--- config.mk ---
export PLATFORM = sky130hd
export DESIGN_NAME = spi_slave_resp_flat
export DESIGN_NICKNAME = d
export VERILOG_FILES = /design/src/rtl/spi_slave_resp_if.sv /design/src/rtl/spi_slave_resp.sv /design/src/flat_wrapper.sv
export SDC_FILE = /design/constraint.sdc
export NUM_CORES = 1
export LEC_CHECK = 0
export BUFFER_PORTS_ARGS = -buffer_cell sky130_fd_sc_hd__buf_4
export CAP_MARGIN = 0
export CORE_UTILIZATION = 50
export CTS_CLUSTER_DIAMETER = 60
export DETAILED_ROUTE_END_ITERATION = 16
export PLACE_DENSITY = 0.83
export RECOVER_POWER = 25
export SLEW_MARGIN = 20
export SYNTH_ARGS = -nofsm -noshare
export SYNTH_HDL_FRONTEND = slang
export SYNTH_SLANG_ARGS = --single-unit
--- constraint.sdc ---
create_clock -name clk_i -period 1.8 [get_ports clk_i]
set_input_delay 0.18 -clock clk_i [delete_from_list [all_inputs] [get_ports clk_i]]
set_output_delay 0.18 -clock clk_i [all_outputs]
set_load 0.005 [all_outputs]
--- src/rtl/spi_slave_resp_if.sv ---
// rtl/spi_slave_resp_if.sv - SPI pad and memory-port bundle for the SPI slave responder
interface spi_slave_resp_if #(
    parameter int DATAWIDTH = 8,
    parameter int ADDRWIDTH = 7
);
    logic                 sclk;
    logic                 cs_n;
    logic                 mosi;
    logic                 miso;
    logic                 miso_oe;
    logic                 mem_wen;
    logic [ADDRWIDTH-1:0] mem_waddr;
    logic [DATAWIDTH-1:0] mem_wdata;
    logic                 mem_ren;
    logic [ADDRWIDTH-1:0] mem_raddr;
    logic [DATAWIDTH-1:0] mem_rdata;
    logic                 busy;
    logic                 frame_done;
    logic                 err_abort;

    modport slave (
        input  sclk, cs_n, mosi, mem_rdata,
        output miso, miso_oe, mem_wen, mem_waddr, mem_wdata,
               mem_ren, mem_raddr, busy, frame_done, err_abort
    );

    modport master (
        output sclk, cs_n, mosi, mem_rdata,
        input  miso, miso_oe, mem_wen, mem_waddr, mem_wdata,
               mem_ren, mem_raddr, busy, frame_done, err_abort
    );
endinterface

--- src/rtl/spi_slave_resp.sv ---
// rtl/spi_slave_resp.sv - oversampled SPI mode-0 slave doing burst reads/writes on a sync memory port
module spi_slave_resp #(
    parameter int DATAWIDTH   = 8,
    parameter int ADDRWIDTH   = 7,
    parameter int SYNC_STAGES = 2
) (
    input logic             clk_i,
    input logic             rst_i,
    spi_slave_resp_if.slave bus
);
    localparam int BW = $clog2(DATAWIDTH);
    localparam logic [BW-1:0] LAST_BIT = BW'(DATAWIDTH - 1);

    typedef enum logic [1:0] {
        ST_IDLE,
        ST_CMD,
        ST_WDATA,
        ST_RDATA
    } state_t;

    state_t                 state_q, state_d;
    logic [SYNC_STAGES-1:0] sclk_sync_q, cs_sync_q, mosi_sync_q;
    logic [BW-1:0]          bitcnt_q, bitcnt_d;
    logic [DATAWIDTH-2:0]   rx_q, rx_d;
    logic [DATAWIDTH-1:0]   tx_q, tx_d;
    logic [ADDRWIDTH-1:0]   addr_q, addr_d;
    logic                   armed_q, armed_d;
    logic                   busy_q, busy_d;
    logic                   rd_valid_q, rd_valid_d;
    logic                   mem_wen_q, mem_wen_d;
    logic [ADDRWIDTH-1:0]   mem_waddr_q, mem_waddr_d;
    logic [DATAWIDTH-1:0]   mem_wdata_q, mem_wdata_d;
    logic                   mem_ren_q, mem_ren_d;
    logic [ADDRWIDTH-1:0]   mem_raddr_q, mem_raddr_d;
    logic                   frame_done_q, frame_done_d;
    logic                   err_abort_q, err_abort_d;

    logic                 sclk_cur, sclk_prev, cs_cur, cs_prev, mosi_s;
    logic                 sclk_rise, sclk_fall, cs_fall, cs_rise;
    logic                 word_end;
    logic [DATAWIDTH-1:0] word_in;

    // Edges come from the two oldest synchronizer stages; the oldest mosi stage
    // lines up with the sclk sample taken while it was still low.
    assign sclk_cur  = sclk_sync_q[SYNC_STAGES-2];
    assign sclk_prev = sclk_sync_q[SYNC_STAGES-1];
    assign cs_cur    = cs_sync_q[SYNC_STAGES-2];
    assign cs_prev   = cs_sync_q[SYNC_STAGES-1];
    assign mosi_s    = mosi_sync_q[SYNC_STAGES-1];

    assign sclk_rise = sclk_cur & ~sclk_prev;
    assign sclk_fall = ~sclk_cur & sclk_prev;
    assign cs_fall   = ~cs_cur & cs_prev;
    assign cs_rise   = cs_cur & ~cs_prev;
    assign word_end  = sclk_rise && (bitcnt_q == LAST_BIT);
    assign word_in   = {rx_q, mosi_s};

    always_ff @(posedge clk_i or posedge rst_i) begin
        if (rst_i) begin
            state_q      <= ST_IDLE;
            sclk_sync_q  <= '0;
            cs_sync_q    <= '0;
            mosi_sync_q  <= '0;
            bitcnt_q     <= '0;
            rx_q         <= '0;
            tx_q         <= '0;
            addr_q       <= '0;
            armed_q      <= 1'b0;
            busy_q       <= 1'b0;
            rd_valid_q   <= 1'b0;
            mem_wen_q    <= 1'b0;
            mem_waddr_q  <= '0;
            mem_wdata_q  <= '0;
            mem_ren_q    <= 1'b0;
            mem_raddr_q  <= '0;
            frame_done_q <= 1'b0;
            err_abort_q  <= 1'b0;
        end else begin
            state_q      <= state_d;
            sclk_sync_q  <= {sclk_sync_q[SYNC_STAGES-2:0], bus.sclk};
            cs_sync_q    <= {cs_sync_q[SYNC_STAGES-2:0], bus.cs_n};
            mosi_sync_q  <= {mosi_sync_q[SYNC_STAGES-2:0], bus.mosi};
            bitcnt_q     <= bitcnt_d;
            rx_q         <= rx_d;
            tx_q         <= tx_d;
            addr_q       <= addr_d;
            armed_q      <= armed_d;
            busy_q       <= busy_d;
            rd_valid_q   <= rd_valid_d;
            mem_wen_q    <= mem_wen_d;
            mem_waddr_q  <= mem_waddr_d;
            mem_wdata_q  <= mem_wdata_d;
            mem_ren_q    <= mem_ren_d;
            mem_raddr_q  <= mem_raddr_d;
            frame_done_q <= frame_done_d;
            err_abort_q  <= err_abort_d;
        end
    end

    always_comb begin
        state_d      = state_q;
        bitcnt_d     = bitcnt_q;
        rx_d         = rx_q;
        tx_d         = tx_q;
        addr_d       = addr_q;
        // Sync flops reset low, so a cs_n still low across reset never arms us.
        armed_d      = armed_q | cs_cur;
        busy_d       = busy_q;
        rd_valid_d   = mem_ren_q;
        mem_wen_d    = 1'b0;
        mem_waddr_d  = mem_waddr_q;
        mem_wdata_d  = mem_wdata_q;
        mem_ren_d    = 1'b0;
        mem_raddr_d  = mem_raddr_q;
        frame_done_d = 1'b0;
        err_abort_d  = 1'b0;

        if (state_q == ST_IDLE) begin
            if (cs_fall && armed_q) begin
                state_d  = ST_CMD;
                bitcnt_d = '0;
                busy_d   = 1'b1;
            end
        end else if (cs_rise) begin
            state_d  = ST_IDLE;
            bitcnt_d = '0;
            busy_d   = 1'b0;
            if (state_q != ST_CMD && bitcnt_q == '0) begin
                frame_done_d = 1'b1;
            end else begin
                err_abort_d = 1'b1;
            end
        end else begin
            if (sclk_rise) begin
                rx_d     = word_in[DATAWIDTH-2:0];
                bitcnt_d = word_end ? '0 : bitcnt_q + 1'b1;
            end
            if (word_end) begin
                case (state_q)
                    ST_CMD: begin
                        addr_d = word_in[ADDRWIDTH-1:0];
                        if (word_in[DATAWIDTH-1]) begin
                            state_d     = ST_RDATA;
                            mem_ren_d   = 1'b1;
                            mem_raddr_d = word_in[ADDRWIDTH-1:0];
                        end else begin
                            state_d = ST_WDATA;
                        end
                    end
                    ST_WDATA: begin
                        mem_wen_d   = 1'b1;
                        mem_waddr_d = addr_q;
                        mem_wdata_d = word_in;
                        addr_d      = addr_q + 1'b1;
                    end
                    default: begin
                        addr_d      = addr_q + 1'b1;
                        mem_ren_d   = 1'b1;
                        mem_raddr_d = addr_q + 1'b1;
                    end
                endcase
            end
            // The fall right after a word boundary belongs to the reload, not the shift.
            if (state_q == ST_RDATA && sclk_fall && bitcnt_q != '0) begin
                tx_d = {tx_q[DATAWIDTH-2:0], 1'b0};
            end
        end

        if (rd_valid_q) begin
            tx_d = bus.mem_rdata;
        end
    end

    assign bus.miso       = (state_q == ST_RDATA) ? tx_q[DATAWIDTH-1] : 1'b0;
    assign bus.miso_oe    = armed_q & ~cs_cur;
    assign bus.mem_wen    = mem_wen_q;
    assign bus.mem_waddr  = mem_waddr_q;
    assign bus.mem_wdata  = mem_wdata_q;
    assign bus.mem_ren    = mem_ren_q;
    assign bus.mem_raddr  = mem_raddr_q;
    assign bus.busy       = busy_q;
    assign bus.frame_done = frame_done_q;
    assign bus.err_abort  = err_abort_q;
endmodule

--- src/flat_wrapper.sv ---
// flat-port wrapper written by rule: the top's interface ports become plain ports
module spi_slave_resp_flat 
#(
    parameter int DATAWIDTH   = 8,
    parameter int ADDRWIDTH   = 7,
    parameter int SYNC_STAGES = 2
)
  (clk_i, rst_i, bus_sclk, bus_cs_n, bus_mosi, bus_mem_rdata, bus_miso, bus_miso_oe, bus_mem_wen, bus_mem_waddr, bus_mem_wdata, bus_mem_ren, bus_mem_raddr, bus_busy, bus_frame_done, bus_err_abort);
  spi_slave_resp_if #(.DATAWIDTH(DATAWIDTH), .ADDRWIDTH(ADDRWIDTH)) bus_i ();
  input logic clk_i;
  input logic rst_i;
  input wire logic [$bits(bus_i.sclk)-1:0] bus_sclk;
  input wire logic [$bits(bus_i.cs_n)-1:0] bus_cs_n;
  input wire logic [$bits(bus_i.mosi)-1:0] bus_mosi;
  input wire logic [$bits(bus_i.mem_rdata)-1:0] bus_mem_rdata;
  output wire logic [$bits(bus_i.miso)-1:0] bus_miso;
  output wire logic [$bits(bus_i.miso_oe)-1:0] bus_miso_oe;
  output wire logic [$bits(bus_i.mem_wen)-1:0] bus_mem_wen;
  output wire logic [$bits(bus_i.mem_waddr)-1:0] bus_mem_waddr;
  output wire logic [$bits(bus_i.mem_wdata)-1:0] bus_mem_wdata;
  output wire logic [$bits(bus_i.mem_ren)-1:0] bus_mem_ren;
  output wire logic [$bits(bus_i.mem_raddr)-1:0] bus_mem_raddr;
  output wire logic [$bits(bus_i.busy)-1:0] bus_busy;
  output wire logic [$bits(bus_i.frame_done)-1:0] bus_frame_done;
  output wire logic [$bits(bus_i.err_abort)-1:0] bus_err_abort;
  assign bus_i.sclk = bus_sclk;
  assign bus_i.cs_n = bus_cs_n;
  assign bus_i.mosi = bus_mosi;
  assign bus_i.mem_rdata = bus_mem_rdata;
  assign bus_miso = bus_i.miso;
  assign bus_miso_oe = bus_i.miso_oe;
  assign bus_mem_wen = bus_i.mem_wen;
  assign bus_mem_waddr = bus_i.mem_waddr;
  assign bus_mem_wdata = bus_i.mem_wdata;
  assign bus_mem_ren = bus_i.mem_ren;
  assign bus_mem_raddr = bus_i.mem_raddr;
  assign bus_busy = bus_i.busy;
  assign bus_frame_done = bus_i.frame_done;
  assign bus_err_abort = bus_i.err_abort;
  spi_slave_resp #(.DATAWIDTH(DATAWIDTH), .ADDRWIDTH(ADDRWIDTH), .SYNC_STAGES(SYNC_STAGES)) u_core (.clk_i(clk_i), .rst_i(rst_i), .bus(bus_i));
endmodule
* Word level (Yosys, flattened, before mapping) *
Cells that the tools add are included.

storage, ports and cells
  register bits after elaboration = 62
  output and inout bits = 29
  logic and storage cells = 100

cells by class
  $add $sub $neg = 2
  equality and inequality tests = 9
  mux-type cells = 37
  bitwise logic cells = 13
  reduce and logical (&&, ||, !) cells = 21

operator list
  cell                                                                   count
  8-bit 2-to-1 mux                                                       4
  1-bit 2-to-1 mux                                                       19
  3-bit 2-to-1 mux                                                       5
  7-bit 2-to-1 mux                                                       2
  7-bit one-hot mux with 2 select lines                                  1
  3-bit AND reduction                                                    4
  3-bit nonzero test                                                     4
  2-bit 2-to-1 mux                                                       5
  2-bit by 1-bit != test with 1-bit output, second input constant        4
  7-bit by 1-bit adder with 7-bit output, second input constant          1
  1-bit NOT                                                              7
  1-bit AND                                                              5
  1-bit logical AND                                                      5
  5-bit AND reduction                                                    1
  2-bit equality test, second input constant                             2
  2-bit AND reduction                                                    2
  4-bit AND reduction                                                    1
  2-bit nonzero test                                                     2
  3-bit by 1-bit adder with 3-bit output, second input constant          1
  3-bit equality test, second input constant                             1
  3-bit zero test                                                        1
  2-bit by 1-bit equality test with 1-bit output, second input constant  1
  2-bit zero test                                                        1
  2-bit != test, second input constant                                   1
  other kinds (2)                                                        2

* Depth between registers and ports, before layout *
Gate-level depths: netlist (run 1).

  depth after elaboration = 8
  mapped depth = 7
  gate-level depth less buffers = 6

* Worst setup path before layout (run 1) *
No wires, ideal clock.

  path kind = register to register
  from = register u_core.bitcnt_q[0]
  to = register u_core.mem_waddr_q[0], in the netlist u_core.bus.mem_waddr[0]
  library setup time = 125 ps
  arrival time = 1,766 ps
  data required time = 1,675 ps
  setup slack = -91 ps
  cell stages (with the launch flop) = 7
  clock period less this slack = 1,891 ps
  cells stage by stage = dfrtp_1 > ha_1 > ha_1 > nand3b_1 > nor4b_4 > buf_6 > mux2_2

on the way
  cells in the longest elaborated chain, start to end = 3

ends and longest elaborated chain
  what                                  line                  RTL
  start: declaration                    spi_slave_resp.sv:23  logic [BW-1:0] bitcnt_q, bitcnt_d;
  start signal: assignment              spi_slave_resp.sv:83  bitcnt_q <= bitcnt_d;
  3-bit equality test                   spi_slave_resp.sv:55  assign word_end = sclk_rise && (bitcnt_q == LAST_BIT);
  1-bit logical AND                     spi_slave_resp.sv:55
  4-bit AND reduction (no source line)  -
  end signal: assignment                spi_slave_resp.sv:91  mem_waddr_q <= mem_waddr_d;
  end: declaration                      spi_slave_resp.sv:31  logic [ADDRWIDTH-1:0] mem_waddr_q, mem_waddr_d;

No other way between the ends.
A chain may end at the register's enable or synchronous reset.

* Worst setup path after layout (run 1) *
  from = register u_core.bitcnt_q[1]
  to = register u_core.mem_wdata_q[0], in the netlist u_core.bus.mem_wdata[0]

on the way
  cells in the longest elaborated chain, start to end = 3

ends and longest elaborated chain
  what                                  line                  RTL
  3-bit equality test                   spi_slave_resp.sv:55
  1-bit logical AND                     spi_slave_resp.sv:55
  4-bit AND reduction (no source line)  -
  end signal: assignment                spi_slave_resp.sv:92  mem_wdata_q <= mem_wdata_d;
  end: declaration                      spi_slave_resp.sv:32  logic [DATAWIDTH-1:0] mem_wdata_q, mem_wdata_d;

No other way between the ends.

==> impl_metrics.py, run 1 <==
metrics = {
    "setup_path": {
        "critPathMaxFanout": 16,
        "cp_cell_sequence": "ha_2 > ha_4 > nand3b_1 > nor4b_4 > buf_12 > mux2_2",
        "cp_top_family": "simple AND/OR/NAND/NOR gates",
        "crit_required_ns": 2.02,
        "critPathSlowestCell": "dfrtp_1",
        "crit_type": "register to register",
        "critPathCaptureType": "register",
        "cp.arrival_ns": 2.08,
        "crit_path_max_incr_delay_ns": 0.39,
        "cp-start-kind": "register",
        "path_buf_inv": 1,
    },
    "sta": {
        "hold_ws_ns": 0.0510,
        "setup_violations": 15,
        "slew_headroom": 0.396,
        "fmax_mhz": 537,
        "worstMarginPinSlew_ns": 0.905,
        "hold_viol": 0,
        "rsz0062_at_grt": "yes",
        "worst_clock_skew_ns": 0.00784,
        "finalWorstSetupSlack_ns": -0.0622,
        "slew_violations": 0,
        "final.min_clock_period_ns": 1.86,
        "finalCritPeriodShare": 1.03,
    },
    "global_routing": {
        "grt_pass1_wl_um": 8380,
        "antenna_found_initial": 0,
        "grt_start_max_net_pins": 40,
        "track_usage": 0.208,
        "overflow": 0,
        "grt_pass1_vias": 1825,
    },
    "place": {
        "dpl.cell_count": 330,
        "dp_hpwl_um": 3610,
        "port_buffers": 41,
        "gp_congestion": 0.821,
    },
    "yosys": {
        "synthCells": 216,
        "synth_top_area_frac": 0.583,
        "synth_edf_count": 0,
        "avgSynthCellArea_um2": 12.3,
        "ys_seq_elements": 62,
        "seq_area_frac_synth": 0.583,
        "synth_fp_nets": 233,
        "synth_area_mm2": 0.00266,
        "yosysWarnings": 0,
        "synth_cell_types": 41,
        "synth_top_area_cell": "dfrtp_1",
        "yosys-top-cells-area": "dfrtp_1, mux2_2, mux2i_1",
        "synthArstFlopShare": 1.00,
        "synthFlopType": "dfrtp_1",
    },
    "cts": {
        "cts.sinks": 62,
        "clkTransAtPathRegs_ns": 0.07,
        "clock_latency_ns": 0.34,
        "clock_path_buffers": 2,
        "htreeDepth": 3,
        "clock-root-buffer": "clkbuf_8",
        "cts_buffers": 9,
        "cts_tree": "done",
    },
    "finish": {
        "final_layout_size_suffix_gt1_frac": 0.400,
        "nFillCells": 378,
        "insertedDiodeCount": 0,
        "final_util": 0.684,
        "final_cells": 355,
        "multi_input_area_mm2": 0.00107,
        "syn2layout_area_growth_pct": 31.3,
        "seq_area_mm2": 0.00155,
        "final_nets": 297,
    },
    "power": {
        "pwr-share-seq": 0.460,
        "power.share.clock": 0.430,
        "leakagePower_nw": 1.64,
        "swShare": 0.240,
        "p_per_area_mw_per_mm2": 986,
        "vdd_drop_max_mv": 0.542,
        "pwr-share-comb": 0.110,
        "p_sw_uw": 827,
        "p_int_mw": 2.62,
    },
    "floorplanning": {
        "fp-row-count": 26,
        "die_x_um": 75.0,
        "start_util": 0.521,
        "die_y_um": 75.0,
        "placeableCoreArea_mm2": 0.00511,
        "die-area_mm2": 0.00562,
        "ios": 42,
    },
    "routing": {
        "drt_wl_total_um": 5490,
        "drc": 0,
        "ant_nets": 0,
        "routed_via_density": 5.31,
        "drt_iter0_drc": 70,
        "dr.pass1.iters": 4,
        "wl_per_cell_um": 15.5,
        "routed-via-count": 1885,
    },
    "job": {
        "drv_cap": 0,
    },
    "min_path": {
        "hp-class": "input port to register",
    },
    "run_status": {
        "failed_checks": "negative setup slack",
        "status": "complete, but fails checks",
    },
}
kinds of logic (layout without fill, tap and decap cells):
kind of cell / count (synthesis) / count (layout) / share of synthesized area
AND/OR/NAND/NOR: 54 / 54 / 0.116
flip-flops: 62 / 62 / 0.583
buffers and inverters: 15 / 84 / 0.0315
AO/OA/AOI/OAI: 41 / 41 / 0.0893
multiplexers: 37 / 37 / 0.152
adder cells (fa/ha/maj): 4 / 4 / 0.0188
XOR/XNOR: 3 / 3 / 0.00987
layout make-up:
class	instances	share of cell area
clock inverters	6	0.0311
repair buffers	63	0.149
multi-input cells	139	0.307
well taps	70	0.0251
inverters	5	0.00537
clock buffers	10	0.0394
flip-flops and latches	62	0.444
power groups by stage:
stage	logic (mW)	clock network, mW	registers [mW]
after floorplan	0.252	0	1.57
after global placement	0.337	0	1.60
after detailed placement	0.356	0	1.61
after CTS	0.374	1.50	1.58
after global routing	0.418	1.57	1.60
final	0.379	1.48	1.59
worst min-delay path, stage by stage:
cell and delay [ns]:
buf_4 0.08, nand2_1 0.04, o21ai_0 0.06
Yosys cell counts (2+ instances only):
cell       n
clkbuf_1   2
dfrtp_1   62
a22o_1     2
a31oi_1    5
nand2b_1   5
or3_1      2
inv_1      5
buf_4      2
mux2i_1   10
nand3_1    4
a21oi_1   10
buf_2      3
ha_1       4
nor2_1     8
nand2_1   19
mux2_2    27
xnor2_1    3
nor2b_1    2
buf_6      2
o21ai_0   18
layout by cell type, fill, tap and decap left out, types with 2 or more instances in the layout:
| master | netlist | routed |
|---|---|---|
| a21oi_1 | 10 | 8 |
| a21oi_2 | 0 | 2 |
| a22o_1 | 2 | 2 |
| a31oi_1 | 5 | 5 |
| buf_12 | 0 | 2 |
| buf_4 | 2 | 48 |
| buf_6 | 2 | 4 |
| bufinv_16 | 0 | 3 |
| clkbuf_4 | 0 | 4 |
| clkbuf_8 | 0 | 10 |
| clkinv_2 | 0 | 2 |
| dfrtp_1 | 62 | 62 |
| dlygate4sd3_1 | 0 | 4 |
| ha_1 | 4 | 2 |
| inv_1 | 5 | 4 |
| mux2_2 | 27 | 24 |
| mux2_4 | 0 | 3 |
| mux2i_1 | 10 | 10 |
| nand2_1 | 19 | 19 |
| nand2b_1 | 5 | 5 |
| nand3_1 | 4 | 4 |
| nor2_1 | 8 | 8 |
| nor2b_1 | 2 | 2 |
| nor3_4 | 1 | 2 |
| o21ai_0 | 18 | 18 |
| or3_1 | 2 | 2 |
| xnor2_1 | 3 | 3 |
routing by layer:
metal,vias to the layer above,track usage,share of wire
met5,-,0,0
met4,0,0.115,0.017
met3,9,0.0509,0.042
met2,53,0.350,0.51
met1,929,0.246,0.43
li1,894,-,-
flip-flops by register name, summed over array words and instances (netlist names):
| name | flops |
|---|---|
| u_core.bus.mem_waddr | 7 |
| u_core.rd_valid_q | 1 |
| u_core.tx_q | 8 |
| u_core.bus.err_abort | 1 |
| u_core.bus.mem_raddr | 7 |
| u_core.sclk_sync_q | 2 |
| u_core.bus.mem_wen | 1 |
| u_core.state_q | 2 |
| u_core.bus.busy | 1 |
| u_core.armed_q | 1 |
| u_core.mosi_sync_q | 2 |
| u_core.bitcnt_q | 3 |
| u_core.bus.frame_done | 1 |
| u_core.bus.mem_wdata | 8 |
| u_core.rx_q | 7 |
| u_core.bus.mem_ren | 1 |
| u_core.addr_q | 7 |
| u_core.cs_sync_q | 2 |
final timing paths:
check	slack, ns	from	cells past startpoint	to
max in group asynchronous	0.48	rst_i	4	u_core.addr_q[2]
min reg2reg	0.36	u_core.mosi_sync_q[0]	0	u_core.mosi_sync_q[1]
min in group asynchronous	0.61	rst_i	3	u_core.bus.mem_wdata[6]
max	-0.06	u_core.bitcnt_q[1]	6	u_core.bus.mem_wdata[0]
min	0.05	bus_mem_rdata[1]	3	u_core.tx_q[1]
max reg2reg	-0.06	u_core.bitcnt_q[1]	6	u_core.bus.mem_wdata[0]
stage by stage:
stage          TNS [ns]  setup WS (ns)  total power, mW  cell area, µm²
5_1_grt           -2.02         -0.121             3.58            3500
4_1_cts          -0.216        -0.0249             3.46            3450
6_report         -0.732        -0.0622             3.45            3500
2_1_floorplan    -0.818        -0.0909             1.82            2660
3_3_place_gp          0         0.0529             1.94            3120
3_5_place_dp     -0.973        -0.0740             1.97            3120
repair_timing:
item | CTS | global route
pin swaps | 0 | 0
endpoints found under the setup margin | 17 | 28
hold buffers | 4 | 0
gates resized for setup | 3 | 13
cloned | 0 | 0
endpoints found under the hold margin | 26 | 0
buffers inserted | 5 | 0
Power figures use the tool's default switching activity.
==> run 2, diff against run 1 <==
--- a/config.mk
+++ b/config.mk
@@ -5,12 +5,14 @@
 export SDC_FILE = /design/constraint.sdc
 export NUM_CORES = 1
 export LEC_CHECK = 0
+export ABC_AREA = 1
 export BUFFER_PORTS_ARGS = -buffer_cell sky130_fd_sc_hd__buf_4
 export CAP_MARGIN = 0
 export CORE_UTILIZATION = 50
 export CTS_CLUSTER_DIAMETER = 60
 export DETAILED_ROUTE_END_ITERATION = 16
-export PLACE_DENSITY = 0.83
+export MAX_ROUTING_LAYER = met4
+export PLACE_DENSITY = 0.82
 export RECOVER_POWER = 25
 export SLEW_MARGIN = 20
 export SYNTH_ARGS = -nofsm -noshare
==> impl_metrics.py, run 2 <==
metrics = {
    "sta": {
        "hold_ws_ns": 0.0774,
        "finalWorstSetupSlack_ns": 0.252,
        "slew_headroom": 0.456,
        "setup_violations": 0,
        "worstMarginPinSlew_ns": 0.816,
        "final.min_clock_period_ns": 1.55,
        "rsz0062_at_grt": "no",
        "hold_viol": 0,
        "finalCritPeriodShare": 0.860,
        "slew_violations": 0,
        "tns_ns": 0,
        "worst_clock_skew_ns": 0.00747,
        "fmax_mhz": 646,
    },
    "yosys": {
        "synthCells": 316,
        "synth_cell_types": 27,
        "synthFlopType": "dfrtp_1",
        "seq_area_frac_synth": 0.568,
        "avgSynthCellArea_um2": 8.64,
        "synth_top_area_frac": 0.568,
        "synth_area_mm2": 0.00273,
        "synth_fp_nets": 333,
        "synthArstFlopShare": 1.00,
        "synth_common_cells": "nand2_1, dfrtp_1, inv_1",
        "synth.most_common_cell": "nand2_1",
        "synth_edf_count": 0,
        "yosys-top-cells-area": "dfrtp_1, nand2_1, o21ai_0",
        "synth_top_area_cell": "dfrtp_1",
        "yosysWarnings": 0,
        "ys_seq_elements": 62,
    },
    "global_routing": {
        "overflow": 0,
        "grt_pass1_vias": 2118,
        "grt_start_max_net_pins": 63,
        "antenna_found_initial": 0,
        "track_usage": 0.213,
        "grt_pass1_wl_um": 9380,
    },
    "job": {
        "drv_cap": 0,
    },
    "setup_path": {
        "r2r_slack_ns": 0.25,
        "cp.arrival_ns": 1.76,
        "critPathMaxFanout": 30,
        "cp-start-kind": "register",
        "crit_type": "register to register",
        "crit_required_ns": 2.02,
        "r2r_cells": 8,
        "critPathCaptureType": "register",
        "r2r-start": "u_core.bitcnt_q[0]",
        "r2r_end": "u_core.bus.mem_wdata[4]",
        "startpoint": "u_core.bitcnt_q[0]",
    },
    "floorplanning": {
        "fp-row-count": 26,
        "placeableCoreArea_mm2": 0.00517,
        "start_util": 0.528,
        "ios": 42,
        "die-area_mm2": 0.00576,
        "die_y_um": 75.9,
        "die_x_um": 75.9,
    },
    "min_path": {
        "hp-class": "input port to register",
        "whs_endpoint": "u_core.tx_q[0]",
        "whs_path_depth": 3,
        "hold_start": "bus_mem_rdata[0]",
    },
    "power": {
        "pwr-share-seq": 0.441,
        "power.share.clock": 0.336,
        "p_sw_mw": 1.22,
        "p_per_area_mw_per_mm2": 1180,
        "leakagePower_nw": 1.78,
        "totalPowerFinal_mw": 4.00,
        "vdd_drop_max_mv": 0.721,
        "pwr-share-comb": 0.223,
        "swShare": 0.304,
        "p_int_mw": 2.79,
    },
    "cts": {
        "htreeDepth": 3,
        "cts.sinks": 62,
        "clkTransAtPathRegs_ns": 0.06,
        "clock_latency_ns": 0.33,
        "holdBufCountCts": 4,
        "cts_setup_buffers": 0,
        "cts_buffers": 9,
        "cts_tree": "done",
        "clock-root-buffer": "clkbuf_8",
        "clock_path_buffers": 2,
        "cts_resized": 0,
    },
    "routing": {
        "drt_iter0_drc": 115,
        "routed-via-count": 2179,
        "dr.pass1.iters": 4,
        "wl_per_cell_um": 12.2,
        "ant_nets": 0,
        "drt_wl_total_um": 5400,
        "routed_via_density": 4.93,
        "drc": 0,
    },
    "finish": {
        "syn2layout_area_growth_pct": 24.1,
        "insertedDiodeCount": 0,
        "final_layout_size_suffix_gt1_frac": 0.194,
        "nFillCells": 437,
        "final_nets": 385,
        "fin_area_mm2": 0.00339,
        "final_cells": 442,
        "final_common_cell": "nand2_1",
        "final_cell_mix": "nand2_1, dfrtp_1, buf_4",
        "final_util": 0.656,
    },
    "place": {
        "dp_hpwl_um": 3770,
        "pre_cts_slack_ns": 0.254,
        "gp_congestion": 0.840,
        "port_buffers": 41,
        "place_area_mm2": 0.00314,
        "dpl.cell_count": 423,
    },
    "run_status": {
        "status": "finished clean",
    },
}
-- run 2: cell count changes after synthesis, moves of 3 or more --
cell and change:
nand2_1 +104, nand3_1 +19, o21ai_1 +10, inv_1 +28
o21ai_0 +7, a21oi_1 -9, buf_2 +3, nand2b_1 -5
mux2_2 -27, a31oi_1 -3, mux2i_1 -10
-- run 2: worst max path at each step --
stage / to / slack [ns] / cells after the start
floorplan: u_core.addr_q[0] / 0.08 / 1
global placement: u_core.bus.mem_wdata[7] / 0.33 / 9
detailed placement: u_core.bus.mem_waddr[6] / 0.25 / 8
CTS: u_core.bus.mem_wdata[4] / 0.24 / 8
global route: u_core.bus.mem_wdata[6] / 0.11 / 8
finish: u_core.bus.mem_wdata[4] / 0.25 / 8
-- run 2: logic make-up (layout without fill, tap and decap cells) --
kind of cell               count (synthesis)  after routing  share of synthesized area
DFF                                       62             62                      0.568
xor gates and xnor gates                   1              1                    0.00321
buffers and inverters                     43             99                     0.0641
AOI/OAI and AO/OA                         41             41                     0.0792
and+or+nand+nor                          165            165                      0.267
adders and majority gates                  4              4                     0.0183
-- run 2: power groups by stage --
stage                     sequential, mW  combinational [mW]  clock (mW)
after floorplan                     1.75               0.656           0
after global placement              1.77               0.861           0
after detailed placement            1.78               0.894           0
after CTS                           1.76               0.910        1.38
after global routing                1.78                1.03        1.43
final                               1.76               0.893        1.34
-- run 2: worst max-delay path, stage by stage (launching register included) --
cell,delay (ns)
dfrtp_1,0.38
ha_1,0.16
ha_1,0.16
inv_1,0.05
nor2_2,0.16
nand4_1,0.16
buf_12,0.20
nand2_1,0.08
o21ai_1,0.07
-- run 2: layout make-up --
class / instances / area [µm²] / area share
clock inverter: 3 / 67.6 / 0.0199
clock buffer: 12 / 155 / 0.0458
tap: 70 / 87.6 / 0.0258
inverter: 35 / 134 / 0.0395
multi-input combinational: 211 / 1000 / 0.296
sequential: 62 / 1550 / 0.458
timing repair buffer: 49 / 390 / 0.115
-- run 2: metal layers --
metal	share of wire	global-route usage	vias up
li1	-	-	1101
met1	0.46	0.273	1028
met2	0.48	0.327	41
met3	0.041	0.0590	9
met4	0.015	0.0731	0
met5	0	-	-
